## src/rtl/sram_l1_arbiter_pkg.sv

```systemverilog
`default_nettype none
// +----------------------------------------------------------------------------+
// | sram_l1_pkg                                                                |
// | Shared types and default sizes for the two-port L1 SRAM arbiter.           |
// | Revision: 1.0                                                              |
// +----------------------------------------------------------------------------+
package sram_l1_pkg;

   localparam int ADDR_WIDTH_DEF   = 9;
   localparam int DATA_WIDTH_DEF   = 33;   // wrapper parameter; payload is one bit narrower
   localparam int NUM_WMASKS_DEF   = 4;
   localparam int WRITE_HOLD_DEF   = 2;
   localparam int READ_TIMEOUT_DEF = 80;
   localparam int CNT_W            = 8;    // wait counter, saturating, covers timeouts up to 255

   // Access sequencer states
   typedef enum logic [2:0] {
      ST_IDLE    = 3'd0,
      ST_SETUP   = 3'd1,
      ST_ACCESS  = 3'd2,
      ST_RELEASE = 3'd3,
      ST_RESP    = 3'd4
   } state_e;

   // Latched request; field widths follow the package defaults above
   typedef struct packed {
      logic                        wr;
      logic [ADDR_WIDTH_DEF-1:0]   addr;
      logic [DATA_WIDTH_DEF-2:0]   wdata;
      logic [NUM_WMASKS_DEF-1:0]   wmask;
   } req_t;

endpackage : sram_l1_pkg
`default_nettype wire

```

## src/rtl/sram_l1_arbiter_rr_arb2.sv

```systemverilog
`default_nettype none
// +----------------------------------------------------------------------------+
// | rr_arb2                                                                    |
// | Two-way round-robin arbiter. On a tie the port not granted last wins;      |
// | the history register only moves when a grant is actually accepted.        |
// | Revision: 1.0                                                              |
// +----------------------------------------------------------------------------+
module rr_arb2 (
   input  logic       clk,
   input  logic       rst_n,
   input  logic [1:0] valid_i,
   input  logic       accept_i,
   output logic [1:0] grant_o
);

   logic last_grant_q;
   logic last_grant_d;

   // History register: resets to port 1 so port 0 wins the first tie
   always_ff @(posedge clk or negedge rst_n) begin
      if (!rst_n) begin
         last_grant_q <= 1'b1;
      end else begin
         last_grant_q <= last_grant_d;
      end
   end

   // Grant selection and history update on accept
   always_comb begin
      grant_o      = 2'b00;
      last_grant_d = last_grant_q;
      unique case (valid_i)
         2'b01:   grant_o = 2'b01;
         2'b10:   grant_o = 2'b10;
         2'b11:   grant_o = last_grant_q ? 2'b01 : 2'b10;
         default: grant_o = 2'b00;
      endcase
      if (accept_i) begin
         last_grant_d = grant_o[1];
      end
   end

endmodule : rr_arb2
`default_nettype wire

```

## src/rtl/sram_l1_arbiter.sv

```systemverilog
`default_nettype none
// +----------------------------------------------------------------------------+
// | sram_l1_arbiter                                                            |
// | Two-port arbiter and access sequencer in front of sram_wrap_l1. Grants     |
// | fetch / load-store requests round-robin and drives the wrapper's          |
// | active-low csb/we with setup, hold and release cycles.                    |
// | Revision: 1.0                                                              |
// +----------------------------------------------------------------------------+
module sram_l1_arbiter
   import sram_l1_pkg::*;
#(
   parameter int ADDR_WIDTH   = ADDR_WIDTH_DEF,
   parameter int DATA_WIDTH   = DATA_WIDTH_DEF,
   parameter int NUM_WMASKS   = NUM_WMASKS_DEF,
   parameter int WRITE_HOLD   = WRITE_HOLD_DEF,
   parameter int READ_TIMEOUT = READ_TIMEOUT_DEF
) (
   input  logic                              clk,
   input  logic                              rst_n,
   input  logic [1:0]                        req_valid_i,
   output logic [1:0]                        req_ready_o,
   input  logic [1:0]                        req_wr_i,
   input  logic [1:0][ADDR_WIDTH-1:0]        req_addr_i,
   input  logic [1:0][DATA_WIDTH-2:0]        req_wdata_i,
   input  logic [1:0][NUM_WMASKS-1:0]        req_wmask_i,
   output logic [1:0]                        resp_valid_o,
   output logic [1:0][DATA_WIDTH-2:0]        resp_rdata_o,
   output logic [1:0]                        resp_err_o,
   output logic [ADDR_WIDTH-1:0]             sram_addr_o,
   output logic [DATA_WIDTH-2:0]             sram_data_in_o,
   output logic [NUM_WMASKS-1:0]             sram_wmask_o,
   output logic                              sram_we_o,
   output logic                              sram_csb_o,
   input  logic [DATA_WIDTH-2:0]             sram_data_out_i,
   input  logic                              sram_data_ready_i
);

   state_e                 state_q, state_d;
   req_t                   req_q, req_d;
   logic                   owner_q, owner_d;
   logic [CNT_W-1:0]       cnt_q, cnt_d;
   logic                   err_q, err_d;
   logic [DATA_WIDTH-2:0]  rdata_q, rdata_d;

   logic [1:0]             grant;
   logic [1:0]             ready;
   logic                   accept;
   logic                   sel;

   // Only IDLE offers a grant, so at most one transaction is ever in flight
   assign ready       = grant & {2{state_q == ST_IDLE}};
   assign accept      = |(req_valid_i & ready);
   assign sel         = grant[1];
   assign req_ready_o = ready;

   rr_arb2 u_arb (
      .clk      (clk),
      .rst_n    (rst_n),
      .valid_i  (req_valid_i),
      .accept_i (accept),
      .grant_o  (grant)
   );

   // State and transaction registers; reset drops any in-flight request
   always_ff @(posedge clk or negedge rst_n) begin
      if (!rst_n) begin
         state_q <= ST_IDLE;
         req_q   <= '0;
         owner_q <= 1'b0;
         cnt_q   <= '0;
         err_q   <= 1'b0;
         rdata_q <= '0;
      end else begin
         state_q <= state_d;
         req_q   <= req_d;
         owner_q <= owner_d;
         cnt_q   <= cnt_d;
         err_q   <= err_d;
         rdata_q <= rdata_d;
      end
   end

   // Next-state: latch on accept, count hold / wait cycles in ACCESS
   always_comb begin
      state_d = state_q;
      req_d   = req_q;
      owner_d = owner_q;
      cnt_d   = cnt_q;
      err_d   = err_q;
      rdata_d = rdata_q;
      unique case (state_q)
         ST_IDLE: begin
            if (accept) begin
               owner_d     = sel;
               req_d.wr    = req_wr_i[sel];
               req_d.addr  = req_addr_i[sel];
               req_d.wdata = req_wdata_i[sel];
               req_d.wmask = req_wmask_i[sel];
               err_d       = 1'b0;
               cnt_d       = '0;
               state_d     = ST_SETUP;
            end
         end
         ST_SETUP: begin
            cnt_d   = '0;
            state_d = ST_ACCESS;
         end
         ST_ACCESS: begin
            if (req_q.wr) begin
               if (cnt_q == CNT_W'(WRITE_HOLD - 1)) begin
                  state_d = ST_RELEASE;
               end else begin
                  cnt_d = cnt_q + 1'b1;
               end
            end else if (sram_data_ready_i) begin
               rdata_d = sram_data_out_i;
               state_d = ST_RELEASE;
            end else if (cnt_q == CNT_W'(READ_TIMEOUT)) begin
               err_d   = 1'b1;
               rdata_d = '0;
               state_d = ST_RELEASE;
            end else if (cnt_q != {CNT_W{1'b1}}) begin
               cnt_d = cnt_q + 1'b1;
            end
         end
         ST_RELEASE: state_d = ST_RESP;
         ST_RESP:    state_d = ST_IDLE;
         default:    state_d = ST_IDLE;
      endcase
   end

   // Outputs: wrapper strobes decoded from state, address/data from the latch
   always_comb begin
      sram_addr_o    = req_q.addr;
      sram_data_in_o = req_q.wdata;
      sram_wmask_o   = req_q.wmask;
      sram_csb_o     = 1'b1;
      sram_we_o      = 1'b1;
      resp_valid_o   = 2'b00;
      resp_err_o     = 2'b00;
      resp_rdata_o   = {2{rdata_q}};
      unique case (state_q)
         ST_SETUP:   sram_we_o = ~req_q.wr;
         ST_ACCESS: begin
            sram_csb_o = 1'b0;
            sram_we_o  = ~req_q.wr;
         end
         ST_RELEASE: sram_we_o = ~req_q.wr;   // we outlives csb by one cycle for hold
         ST_RESP: begin
            resp_valid_o = owner_q ? 2'b10 : 2'b01;
            resp_err_o   = owner_q ? {err_q, 1'b0} : {1'b0, err_q};
         end
         default: ;
      endcase
   end

endmodule : sram_l1_arbiter
`default_nettype wire

```

## config.mk

```make
export PLATFORM = sky130hd
export DESIGN_NAME = sram_l1_arbiter
export DESIGN_NICKNAME = d
export VERILOG_FILES = /design/src/rtl/sram_l1_arbiter_pkg.sv /design/src/rtl/sram_l1_arbiter_rr_arb2.sv /design/src/rtl/sram_l1_arbiter.sv
export SDC_FILE = /design/constraint.sdc
export NUM_CORES = 1
export LEC_CHECK = 0
export ABC_AREA = 1
export CAP_MARGIN = 20
export CORE_MARGIN = 2
export CORE_UTILIZATION = 44
export CTS_CLUSTER_SIZE = 16
export DETAILED_ROUTE_END_ITERATION = 8
export PLACE_DENSITY = 0.86
export SLEW_MARGIN = 5
export SYNTH_ARGS = -nofsm -noshare
export SYNTH_HDL_FRONTEND = slang
export SYNTH_SLANG_ARGS = --single-unit
```

## constraint.sdc

```tcl
create_clock -name clk -period 3.59 [get_ports clk]
set_clock_uncertainty 0.05 [all_clocks]
set_input_delay 0.718 -clock clk [delete_from_list [all_inputs] [get_ports clk]]
set_output_delay 0.718 -clock clk [all_outputs]
set_load 0.005 [all_outputs]
```

Word-level counts from Yosys, hierarchy flattened
Index checks and enable logic that the tools add are counted.
- logic and storage cells: 82
- output and inout bits: 117
- bits in registers: 92
- multiplexer cells: 36
- order comparisons: 1
- equal/unequal tests: 20
- reduce and logical (&&, ||, !) cells: 11
- bitwise gates (word level): 3
- add/sub/neg operators: 1
- operators by type and width (kind ; number):
    2-to-1 mux 32 bit ; 4
    2-to-1 mux 8 bit ; 6
    one-hot mux 8 bit (3 select lines) ; 1
    2-to-1 mux 9 bit ; 2
    2-to-1 mux 3 bit ; 5
    != test 3 bit (second input constant) ; 5
    one-hot mux 3 bit (4 select lines) ; 1
    2-to-1 mux 2 bit ; 5
    adder 8 x 1 -> 8 bit (second input constant) ; 1
    equality test 8 x 1 -> 1 bit (second input constant) ; 1
    equality test 8 x 7 -> 1 bit (second input constant) ; 1
    2-to-1 mux 1 bit ; 8
    2-to-1 mux 4 bit ; 2
    != test 2 bit (second input constant) ; 4
    != test 8 bit (second input constant) ; 1
    equality test 3 x 2 -> 1 bit (second input constant) ; 2
    one-hot mux 2 bit (3 select lines) ; 1
    AND reduction 3 bit ; 2
    AND reduction 6 bit ; 1
    AND reduction 5 bit ; 1
    bitwise AND 2 bit ; 2
    equality test 2 bit (second input constant) ; 2
    != test 4 bit (second input constant) ; 1
    nonzero test 2 bit ; 2
    other kinds (11) ; 11

Logic depth before layout (Yosys ltp)
Gate-level depths: netlist of the first run.
- depth in word-level cells: 7
- depth in mapped cells: 10
- gate-level depth less buffers: 10

Modules after synthesis
Synthesis of the first run repeated with hierarchy kept, for this count alone.
- cells, all modules: 620
- area total of the unflattened synthesis: 4931.0 µm²
- by module, submodules not included (module ; sequential area each (µm²) ; cells each ; area each (µm²) ; instances):
    sram_l1_arbiter ; 2277.2 ; 611 ; 4867.2 ; 1
    rr_arb2 ; 26.3 ; 9 ; 63.8 ; 1

Least setup slack after synthesis of the first run
Ideal clock, no wire load.
- path kind: in2out
- from: input port req_valid_i[0]
- to: output port req_ready_o[0]
- cell stages on the path: 2
- buffers on the path: 0
- path slack: 1.842 ns
- data arrival time: 0.980 ns
- cells stage by stage: inv_2 > a211oi_1
- word-level cells in the longest chain between the ends: 3
- elaborated cells between the ends (all ways): 5
- RTL lines (element ; line ; RTL):
    start, declared ; sram_l1_arbiter.sv:20 ; input logic [1:0] req_valid_i,
    equality test 2 bit / equality test 2 x 1 -> 1 bit (equally long branches) ; sram_l1_arbiter_rr_arb2.sv:32 ; unique case (valid_i)
    one-hot mux 2 bit (3 select lines) * ; sram_l1_arbiter_rr_arb2.sv:32 ;
    bitwise AND 2 bit * ; sram_l1_arbiter.sv:51 ; assign ready = grant & {2{state_q == ST_IDLE}};
    end, declared ; sram_l1_arbiter.sv:21 ; output logic [1:0] req_ready_o,
Every way passes the cells marked *; elsewhere a longest branch is shown, timed or not.

Final worst setup path of the first run
Ends and elaborated chain as after synthesis.

==> results.yml, run 1 <==
outcome:
  status: "finished, final reports clean"
clock_network:
  tritoncts.num_buffers: 9
  post_cts_buffers: 0
  cts_resized: 0
  clkSlewWorstSetupHoldPaths_ps: 60
  clockBufferDepth: 2
  htreeDepth: 3
  holdBufCountCts: 0
  clockRootBuffer: "clkbuf_16"
  clk_latency_ps: 330
  cts.sinks: 92
  tritoncts: "done"
worst_hold_path:
  hp-class: "input port to async pin"
finish:
  antenna_cells: 0
  layout.cells.non_filler: 919
  area_growth_pct: 46.0
  fin_util_pct: 66.5
  nets: 906
  fillers: 821
  final_common_cell: "clkdlybuf4s50_1"
  final_cell_mix: "244 x clkdlybuf4s50_1, 142 x nand2_1, 116 x nor2_1"
  final_layout_size_suffix_gt1_share_pct: 4.75
yosys:
  synthSimpleGateAreaFrac_pct: 30.6
  synth_compound_area_share_pct: 5.88
  yosysUniqueCellTypes: 28
  synthArstFlopShare_pct: 100
  synth_edf_count: 0
  syn_area_sq_mm: 0.00500
  yosysTopAreaCell: "dfrtp_1"
  yosysWarningCount: 0
  synthAdderAreaFrac_pct: 0.750
  synth_area_leaders: "dfrtp_1 46%, buf_4 12%, nand2_1 11%, nor2_1 8.7%, nand3b_1 6.8%"
  ys.flop_type: "dfrtp_1"
  post-synth-top-area-fraction_pct: 45.5
  ys_seq_area_share_pct: 46.0
  synth.net_count: 748
  synth_mux_area_share_pct: 0
  avgSynthCellArea_sq_um: 8.12
  synth_top_family_by_area: "simple AND/OR/NAND/NOR gates"
  synth_xor_area_share_pct: 0.175
  syn_inst: 616
  synth_seq_cells: 92
detailed_routing:
  dr.pass1.iters: 4
  ant_nets: 0
  drt_iter0_drc: 233
  viasPerCell: 4.98
  routedWlPerCell_microns: 15.2
  wirelength_mm: 14.0
  num_vias: 4581
  drc: 0
timing:
  finalCriticalPeriod_ps: 2790
  fin_crit_sh_pct: 77.8
  rsz0062_at_grt: "false"
  report.final.slew_viol_count: 0
  clock.fmax_mhz: 358
  setup_ws_ps: 798
  hold_viol_final: 0
  setup_tns_ps: 0
  worstMarginPinSlew_ps: 824
  relSlewSlack_pct: 45.0
  setup_viol_count_final: 0
floorplanning:
  fp.coreArea_sq_mm: 0.0110
  start_util_pct: 45.6
  die_h_microns: 111
  rows: 38
  ioPinCount: 246
  dieArea_sq_mm: 0.0122
  die_w_microns: 111
power:
  p_per_area_mw_per_mm2: 769
  power_mw: 5.62
  p_sw_share_pct: 34.2
  power.switching_mw: 1.92
  p_seq_share_pct: 32.6
  p_leak_nw: 3.18
  p_int_mw: 3.69
  pwr-share-clk_pct: 18.9
  combPwrFrac_pct: 48.5
  ir_worst_vdd_mv: 0.395
global_route:
  grt_use_total_pct: 22.3
  grt_start_max_net_pins: 48
  antenna_found_initial: 0
  grt_pass1_wl_mm: 22.5
  grt_pass1_vias: 4599
  grt-ovfl-total: 0
setup_path:
  cp.arrival_ps: 2020
  crit_required_ps: 2820
  path_max_fanout: 2
  startpoint_type: "input port"
  critPathCaptureType: "output port"
  worstSetupPathType: "input port to output port"
job:
  drv_cap: 0
placement:
  numPortBuffers: 245
  dpl.hpwl_mm: 10.3
  dp_slack_ps: 790
  dp_cells: 902
  gp_congestion: 0.900
==> routing by layer <==
layer  wire [microns]  track usage, %  share of wire (%)  vias to the layer above
met5                0               0                  0                        -
met4              289            6.92                2.1                        0
met3              935            3.83                6.7                       22
met2             6970            40.6                 50                      208
met1             5770            27.0                 41                     2162
li1                 -               -                  -                     2189
==> cell families (layout without fill, tap and decap cells) <==
kind of cell / count (synthesis) / in the layout
AND/OR/NAND/NOR: 338 / 338
buffers and inverters: 125 / 288
adder cells (fa/ha/maj): 3 / 3
AO/OA/AOI/OAI: 57 / 57
flip-flops: 92 / 92
XOR/XNOR: 1 / 1
==> path summary, 6_finish.rpt <==
check	start	cells past startpoint	slack, ps	endpoint
setup / recovery	req_valid_i[0]	4	800	req_ready_o[0]
hold / removal	rst_n	1	340	sram_addr_o[3]
setup reg to reg	state_q[0]	7	1710	sram_data_in_o[19]
hold reg to reg	rdata_q[0]	2	460	rdata_q[0]
max in group asynchronous	rst_n	2	2350	u_arb.last_grant_q
min in group clk	rdata_q[0]	2	460	rdata_q[0]
==> through the flow <==
step           hold WS [ps]  area (sq um)
3_3_place_gp            430          6950
2_1_floorplan           372          5000
5_1_grt                 388          7310
6_report                342          7310
3_5_place_dp            441          6950
4_1_cts                 349          7280
==> registers in the layout (all words and copies together) (netlist names) <==
| name | flops |
|---|---|
| cnt_q | 8 |
| err_q | 1 |
| owner_q | 1 |
| rdata_q | 32 |
| req_q | 1 |
| sram_addr_o | 9 |
| sram_data_in_o | 32 |
| sram_wmask_o | 4 |
| state_q | 3 |
| u_arb.last_grant_q | 1 |
==> critical path: stages <==
cell             delay [ps]
clkdlybuf4s50_1         500
inv_2                    60
a211oi_1                200
clkdlybuf4s50_1         550
==> synthesized netlist by cell type, types with 2 or more instances <==
master    count
dfrtp_1      91
nor2_1      116
nand3b_1     45
nand2_4       2
inv_1        16
nor2_4        4
buf_2        14
nor3_1        3
nand3_1      22
clkbuf_1      2
buf_6         5
ha_1          3
o21ai_1      48
a21oi_1       5
nand2_1     142
inv_2         5
buf_4        82
==> layout make-up <==
class                      count  area (sq um)  share of cell area, %
inverter                      21          78.8                   1.08
sequential                    92          2300                   31.5
timing repair buffer         251          2540                   34.8
multi-input combinational    399          1880                   25.7
tap                          140           175                   2.40
clock buffer                  11           233                   3.18
clock inverter                 5           100                   1.37
==> power groups by stage <==
stage / registers [mW] / logic, mW / clock network, mW
finish: 1.83 / 2.72 / 1.06
global route: 1.89 / 2.97 / 1.12
CTS: 1.84 / 2.74 / 1.08
detailed placement: 1.84 / 2.72 / 0
global placement: 1.81 / 2.65 / 0
floorplan: 1.78 / 1.71 / 0
Power figures use the tool's default switching activity.
==> run 2: changes to the inputs <==
CORE_UTILIZATION = 41   (was 44)
PLACE_DENSITY = 0.81   (was 0.86)
clock period = 2.7 ns   (was 3.59 ns; I/O delays follow)
==> results.yml, run 2 (synthesis results as in run 1) <==
outcome:
  status: "finished, final reports clean"
global_route:
  grt_use_total_pct: 20.2
  antenna_found_initial: 0
  grt-ovfl-total: 0
  grt_pass1_vias: 4422
  grt_start_max_net_pins: 57
  grt_pass1_wl_mm: 21.3
timing:
  fin_crit_sh_pct: 93.9
  report.final.slew_viol_count: 0
  finalCriticalPeriod_ps: 2540
  setup_viol_count_final: 0
  hold_viol_final: 0
  setup_tns_ps: 0
  worstMarginPinSlew_ps: 591
  clock.fmax_mhz: 394
  relSlewSlack_pct: 60.6
  rsz0062_at_grt: "false"
setup_path:
  cp.arrival_ps: 1950
  critPathBufInv: 1
  startpoint_type: "flop"
  timing.reg2reg.setup_slack_ps: 880
  path_max_fanout: 10
  critPathSlowestCell: "clkdlybuf4s50_1"
  crit_required_ps: 2110
  ff2ff_path_depth: 10
  worstSetupPathType: "flop to output port"
  path_cells: "nor2_4 -> nand2_4 -> nand2_1 -> o21ai_0 -> clkdlybuf4s50_1"
  r2r-end: "cnt_q[3]"
  critPathCaptureType: "output port"
  crit_family: "buffers and inverters"
  rr_startpoint: "cnt_q[0]"
  crit_path_max_incr_delay_ps: 570
power:
  ir_worst_vdd_mv: 0.519
  p_leak_nw: 3.18
  power_mw: 7.34
  p_per_area_mw_per_mm2: 1000
clock_network:
  clk_latency_ps: 330
  post_cts_buffers: 0
  cts.sinks: 92
  clkSlewWorstSetupHoldPaths_ps: 70
  holdBufCountCts: 0
  cts_resized: 0
  tritoncts.num_buffers: 9
  clockBufferDepth: 2
  htreeDepth: 3
  tritoncts: "done"
  clockRootBuffer: "clkbuf_16"
floorplanning:
  die_h_microns: 114
  die_w_microns: 114
  fp.coreArea_sq_mm: 0.0120
  start_util_pct: 41.8
  ioPinCount: 246
  rows: 40
  dieArea_sq_mm: 0.0131
finish:
  area_growth_pct: 46.0
  final_cell_mix: "244 x clkdlybuf4s50_1, 142 x nand2_1, 116 x nor2_1"
  nets: 907
  fillers: 1040
  final_common_cell: "clkdlybuf4s50_1"
  antenna_cells: 0
  final_layout_size_suffix_gt1_share_pct: 5.13
detailed_routing:
  ant_nets: 0
  routedWlPerCell_microns: 14.7
  wirelength_mm: 13.6
  drc: 0
  drt_iter0_drc: 221
  num_vias: 4478
  viasPerCell: 4.83
  dr.pass1.iters: 5
placement:
  gp_congestion: 0.839
  numPortBuffers: 245
  dpl.hpwl_mm: 9.94
job:
  drv_cap: 0
worst_hold_path:
  hp-class: "input port to async pin"
==> run 2: final cells by class <==
class / instances / area, sq um / area share [%]
Clock inverter: 4 / 55.1 / 0.754
Multi-Input combinational cell: 399 / 1880 / 25.7
Sequential cell: 92 / 2300 / 31.5
Clock buffer: 12 / 267 / 3.65
Tap cell: 147 / 184 / 2.52
Timing Repair Buffer: 252 / 2540 / 34.8
Inverter: 21 / 78.8 / 1.08
==> run 2: metal layers <==
layer / wire [microns] / vias up / GRT usage (%)
li1: - / 2192 / -
met1: 5480 / 2078 / 23.9
met2: 6850 / 188 / 36.9
met3: 1030 / 20 / 3.49
met4: 234 / 0 / 6.50
met5: 0 / - / 0
==> run 2: stage by stage <==
stage / setup WS (ps) / util, % / area (sq um) / instances / hold slack, ps
finish: 164 / 61.1 / 7300 / 927 / 148
detailed placement: 263 / 58.4 / 6980 / 911 / 436
CTS: 139 / 61.1 / 7300 / 927 / 173
global route: 19.0 / 61.1 / 7300 / 927 / 203
floorplan: 1190 / - / 5000 / 616 / 194
global placement: 269 / 58.4 / 6980 / 911 / 426
==> run 2: worst max-delay path by stage <==
stage | cells after the start | slack [ps] | end | start
finish | 5 | 160 | sram_we_o | state_q[2]
global route | 5 | 20 | sram_we_o | state_q[2]
CTS | 5 | 140 | sram_we_o | state_q[2]
detailed placement | 4 | 260 | req_ready_o[0] | req_valid_i[0]
global placement | 4 | 270 | req_ready_o[0] | req_valid_i[0]
floorplan | 7 | 1190 | sram_data_in_o[15] | req_valid_i[0]
==> run 2: power by group <==
group | internal (mW) | total [mW] | switching, mW
Combinational | 2.00 | 3.59 | 1.58
Clock | 0.798 | 1.32 | 0.523
Sequential | 2.00 | 2.43 | 0.435
Total | 4.80 | 7.34 | 2.54
